File: src/rtl/nn_fp_pkg.sv
// Shared fp32 definitions for the neural-network output stages:
// field positions, constants, the argmax FSM state type and small
// classification helpers used by the comparators.
package nn_fp_pkg;

  localparam int FP32_W        = 32;
  localparam int FP32_EXP_MSB  = 30;
  localparam int FP32_EXP_LSB  = 23;
  localparam int FP32_MANT_MSB = 22;
  localparam int FP32_MANT_LSB = 0;

  localparam logic [FP32_W-1:0] FP32_POS_ZERO = 32'h0000_0000;

  typedef enum logic {
    ACCUM = 1'b0,
    DONE  = 1'b1
  } argmax_state_t;

  // Exponent all ones with a non-zero mantissa.
  function automatic logic is_nan(input logic [FP32_W-1:0] x);
    return (&x[FP32_EXP_MSB:FP32_EXP_LSB]) && (|x[FP32_MANT_MSB:FP32_MANT_LSB]);
  endfunction

  // +0 or -0: every bit except the sign is clear.
  function automatic logic is_zero(input logic [FP32_W-1:0] x);
    return ~(|x[FP32_W-2:0]);
  endfunction

endpackage

File: src/rtl/fp32_gt.sv
// Combinational fp32 "a strictly greater than b" in sign-magnitude order.
// Signed zeros compare equal, denormals order by raw bits, infinities order
// naturally, and a NaN operand never wins: NaN a is never greater, while any
// non-NaN a is greater than a NaN b.
module fp32_gt
  import nn_fp_pkg::*;
(
  input  logic [31:0] a,
  input  logic [31:0] b,
  output logic        gt
);

  // Priority-ordered compare: NaN handling, zero equality, sign, magnitude.
  always_comb begin
    gt = 1'b0;
    if (is_nan(a)) begin
      gt = 1'b0;
    end else if (is_nan(b)) begin
      gt = 1'b1;
    end else if (is_zero(a) && is_zero(b)) begin
      gt = 1'b0;
    end else if (a[31] != b[31]) begin
      gt = ~a[31];
    end else if (!a[31]) begin
      gt = (a[30:0] > b[30:0]);
    end else begin
      gt = (a[30:0] < b[30:0]);
    end
  end

endmodule

File: src/rtl/neuron_argmax_stream.sv
// Streaming argmax over NUM_CLASSES fp32 scores, one beat per cycle.
// A running best value/index is kept with a single fp32_gt comparator; after
// the last beat the winner is held on a valid/ready output until taken.
// Optional build macro ARGMAX_NAN_FLAG_EN adds out_nan, a per-vector sticky
// flag reporting that some accepted beat was NaN.
//
// Handshakes: a transfer happens on a rising edge where valid && ready are
// both high; valid never depends on ready, and out_* hold steady while
// out_valid is high and out_ready is low.
module neuron_argmax_stream
  import nn_fp_pkg::*;
#(
  parameter int NUM_CLASSES = 10,
  parameter int IDX_W       = $clog2(NUM_CLASSES)
) (
  input  logic             clk,
  input  logic             rst,
  input  logic             clear,
  input  logic             in_valid,
  output logic             in_ready,
  input  logic [31:0]      in_data,
  output logic             out_valid,
  input  logic             out_ready,
  output logic [IDX_W-1:0] out_index,
  output logic [31:0]      out_value
`ifdef ARGMAX_NAN_FLAG_EN
  ,
  output logic             out_nan
`endif
);

  localparam logic [IDX_W-1:0] LAST_IDX = IDX_W'(NUM_CLASSES - 1);

  argmax_state_t    state_q, state_d;
  logic [IDX_W-1:0] cnt_q, cnt_d;
  logic [IDX_W-1:0] best_idx_q, best_idx_d;
  logic [31:0]      best_val_q, best_val_d;
  logic             beat_gt;
  logic             accept;
`ifdef ARGMAX_NAN_FLAG_EN
  logic             nan_q, nan_d;
`endif

  fp32_gt u_gt (
    .a  (in_data),
    .b  (best_val_q),
    .gt (beat_gt)
  );

  // Ready only while accumulating and out of reset.
  assign in_ready  = (state_q == ACCUM) && !rst;
  assign accept    = in_valid && in_ready;
  assign out_valid = (state_q == DONE);
  assign out_index = best_idx_q;
  assign out_value = best_val_q;
`ifdef ARGMAX_NAN_FLAG_EN
  assign out_nan   = nan_q;
`endif

  // State, beat counter and running best; everything clears asynchronously.
  always_ff @(posedge clk or posedge rst) begin
    if (rst) begin
      state_q    <= ACCUM;
      cnt_q      <= '0;
      best_idx_q <= '0;
      best_val_q <= FP32_POS_ZERO;
`ifdef ARGMAX_NAN_FLAG_EN
      nan_q      <= 1'b0;
`endif
    end else begin
      state_q    <= state_d;
      cnt_q      <= cnt_d;
      best_idx_q <= best_idx_d;
      best_val_q <= best_val_d;
`ifdef ARGMAX_NAN_FLAG_EN
      nan_q      <= nan_d;
`endif
    end
  end

  // Next-state: accumulate beats, hand off the result, clear wins over all.
  always_comb begin
    state_d    = state_q;
    cnt_d      = cnt_q;
    best_idx_d = best_idx_q;
    best_val_d = best_val_q;
`ifdef ARGMAX_NAN_FLAG_EN
    nan_d      = nan_q;
`endif
    case (state_q)
      ACCUM: begin
        if (clear) begin
          cnt_d      = '0;
          best_idx_d = '0;
          best_val_d = FP32_POS_ZERO;
`ifdef ARGMAX_NAN_FLAG_EN
          nan_d      = 1'b0;
`endif
        end else if (accept) begin
          // Beat 0 always seeds the best; later beats must be strictly greater.
          if ((cnt_q == '0) || beat_gt) begin
            best_idx_d = cnt_q;
            best_val_d = in_data;
          end
`ifdef ARGMAX_NAN_FLAG_EN
          nan_d = nan_q | is_nan(in_data);
`endif
          if (cnt_q == LAST_IDX) begin
            state_d = DONE;
            cnt_d   = '0;
          end else begin
            cnt_d = cnt_q + IDX_W'(1);
          end
        end
      end
      DONE: begin
        if (clear) begin
          state_d    = ACCUM;
          best_idx_d = '0;
          best_val_d = FP32_POS_ZERO;
`ifdef ARGMAX_NAN_FLAG_EN
          nan_d      = 1'b0;
`endif
        end else if (out_ready) begin
          state_d = ACCUM;
`ifdef ARGMAX_NAN_FLAG_EN
          nan_d   = 1'b0;
`endif
        end
      end
      default: state_d = ACCUM;
    endcase
  end

endmodule

File: config.mk
export PLATFORM = sky130hd
export DESIGN_NAME = neuron_argmax_stream
export DESIGN_NICKNAME = d
export VERILOG_FILES = /design/src/rtl/nn_fp_pkg.sv /design/src/rtl/fp32_gt.sv /design/src/rtl/neuron_argmax_stream.sv
export SDC_FILE = /design/constraint.sdc
export NUM_CORES = 1
export LEC_CHECK = 0
export ABC_AREA = 1
export CAP_MARGIN = 20
export CORE_MARGIN = 5
export CORE_UTILIZATION = 50
export CTS_CLUSTER_SIZE = 10
export DETAILED_ROUTE_END_ITERATION = 10
export DONT_BUFFER_PORTS = 1
export PLACE_DENSITY_LB_ADDON = 0.3
export SYNTH_ARGS = -nofsm -noshare
export SYNTH_HDL_FRONTEND = slang
export SYNTH_SLANG_ARGS = --single-unit
File: constraint.sdc
create_clock -name clk -period 1.9 [get_ports clk]
set_input_delay 0.38 -clock clk [delete_from_list [all_inputs] [get_ports clk]]
set_output_delay 0.38 -clock clk [all_outputs]
set_load 0.03 [all_outputs]
==> run metrics <==
status finished, violations left; failing checks negative setup slack; global-route wire length before repair 16600 um; mapped cell area 3280 um^2; Yosys warnings 0; Worst setup SP type register; DR pass1 iterations 4; Routed WL per cell 16.7 um; Port Buf Inserts 0; Synth top area share 31.3%; final setup fails 36; Design Power 3.92 mW; chip width 91.0 um; initial antenna violation count 0; max cap viols 0; n_diodes 0; top cells by area, synth dfrtp_1 (31%), ha_1 (13%), nand2_1 (13%); clock skew 0.00881 ns; Req. time, crit path 2.09 ns; die height 91.0 um; CP peak stage delay 0.38 ns; Iter 0 DRT Violations 198; headroom to the max-slew limit 62.4%; CP top delay family simple AND/OR/NAND/NOR gates; pre-CTS setup slack -0.317 ns; fin. max-slew vios 0; Post-Syn Nets 545; Synth Flop Type dfrtp_1; clk slew on worst S/H paths 0.09 ns; final wirelength 10700 um; vias in the first global route 3546; CTS tree yes; Lkg Pwr 2.47 nW; Area growth, synth to finish 45.9%; Final ANT Viol Nets 0; R2R setup slack -0.42 ns; RSZ-0062 raised after global routing yes; Die ar. 8280 um^2; GP Congestion 0.896; measured slew at the worst slew-check pin 0.563 ns; Worst VDD drop 0.478 mV; fin nets 634; row count 29; via count 3528; count leader, synth nand2_1; Synth Register Bits 41; Period Utilization, post-route 122%; H-tree depth 2; # DRC 0; crit path DAT 2.51 ns; Core Region 6350 um^2; Yosys cell types 25; fin worst setup slack -0.420 ns; Clock Latency Late Sink 0.30 ns; sequential area share after synthesis 31.3%; crit path cell chain inv_2 > ha_4 > nand4_1 > nor2_4 > nand2_2 > nor2_2 > nand2_1 > nand2_2 > nand2_1 > nand2_1 > nand2_1 > nand2_1 > nand2_2 > nand2_4 > nand2_8 > clkbuf_16 > nand2_2 > nand2_1; Hold Path Class primary input to asynchronous set/reset pin; Post-synth top cells nand2_1 (111), inv_1 (77), nor2_1 (63), nand3_1 (48), dfrtp_1 (41); Vias/cell 5.50; largest area contributor in the netlist dfrtp_1; largest net degree at the start of global routing 42; CP Max Fanout 8; HPWL after DPL 7130 um; Fmax 431 MHz; WS Path Type register to register; Gate Count Post-Synth 474; Initial Utilization 51.6%; final worst path period need 2.32 ns; crit path max-delay cell type dfrtp_2; Post-Layout Cell Count 641; buffers plus inverters on the worst setup path 2; io pins 75; fin util 75.3%; most frequent CP cell nand2_1; final hold viol count 0; Root Buffer clkbuf_8; number of fill cells 442; synthesized area per cell 6.92 um^2; GRT Total Usage 24.1%; Cells after DPL 615; share of layout cells above drive strength 1 45.0%; Max Root-Sink Buffers 2; asr flop ratio synth 100%; TritonCTS Sinks 41; PD cells 819 nW/um^2; Setup crit end kind register; total CTS buffers 5; EDFF count, synth 0; gr ovfl total 0
## layout by cell type (no fill, tap or decap)
cell,instances
nand3_1,34
a21oi_1,6
ha_4,17
bufinv_16,1
nor2_2,6
nor4_1,4
dfrtp_1,16
clkbuf_16,4
buf_6,3
a21o_1,2
nor3b_1,1
nor3_2,2
buf_4,79
inv_1,63
a21oi_2,5
buf_12,4
nand2_1,84
clkbuf_1,1
nand2_4,12
inv_2,18
nor3_1,9
nand4_4,1
ha_1,17
a31oi_1,3
buf_16,1
buf_8,4
nand2_2,47
dfrtp_2,25
nor2_4,4
nand4_1,10
nand3_2,14
o21ai_0,4
nand2_8,1
nor2_1,56
clkbuf_8,6
## flip-flops by register name, indices dropped and copies added (netlist names)
signal,flops
out_value,32
out_index,4
cnt_q,4
out_valid,1
## final cells by class
class	count	area, um^2	area share, %
inverter	81	304	6.36
clock buffer	7	86.3	1.80
tap	77	96.3	2.01
clock inverter	1	30.0	0.628
sequential	41	1060	22.1
timing repair buffer	95	895	18.7
multi-input combinational	339	2310	48.4
## through the flow
step                      TNS [ns]  instance area, um^2  hold WS, ns
after global routing        -20.05                 4780        0.131
after detailed placement    -10.24                 3980        0.449
after global placement       -9.27                 3980        0.445
final                       -13.61                 4780        0.108
after CTS                    -9.98                 4440        0.123
after floorplan              -7.92                 3370        0.446
## path summary, 6_finish.rpt
check	startpoint	cells after the start	end
setup / recovery	out_value[26]	18	out_value[8]
hold / removal	rst	2	out_index[1]
setup reg to reg	out_value[26]	18	out_value[8]
hold reg to reg	cnt_q[2]	1	cnt_q[2]
max in group asynchronous	rst	2	out_value[29]
min in group clk	clear	1	out_valid
## cell families (layout without fill, tap and decap cells)
group                    Yosys count  in the layout  synth area share (%)
AND/OR/NAND/NOR                  285            285                  39.8
buffers and inverters             94            184                  12.6
flip-flops                        41             41                  31.3
adder cells (fa/ha/maj)           34             34                  13.0
AO/OA/AOI/OAI                     20             20                  3.32
## where the power goes
group / leakage [nW] / internal, mW / total [mW] / switching [mW]
combinational: 1.91 / 0.895 / 2.04 / 1.14
clock: 0.0585 / 0.429 / 0.750 / 0.321
sequential: 0.505 / 1.01 / 1.13 / 0.119
## repair_timing
item,4_1_cts,5_1_grt
hold buffers,0,0
pin swaps,11,19
gates resized for setup,57,45
cloned,1,4
setup endpoints to repair,36,36
setup buffers,9,5
## layer usage
layer / global-route usage (%) / share of wire [%]
met5: 0 / 0
met4: 9.66 / 3.9
met3: 6.28 / 8.0
met2: 41.1 / 50
met1: 28.8 / 38
Power figures use the tool's default switching activity.
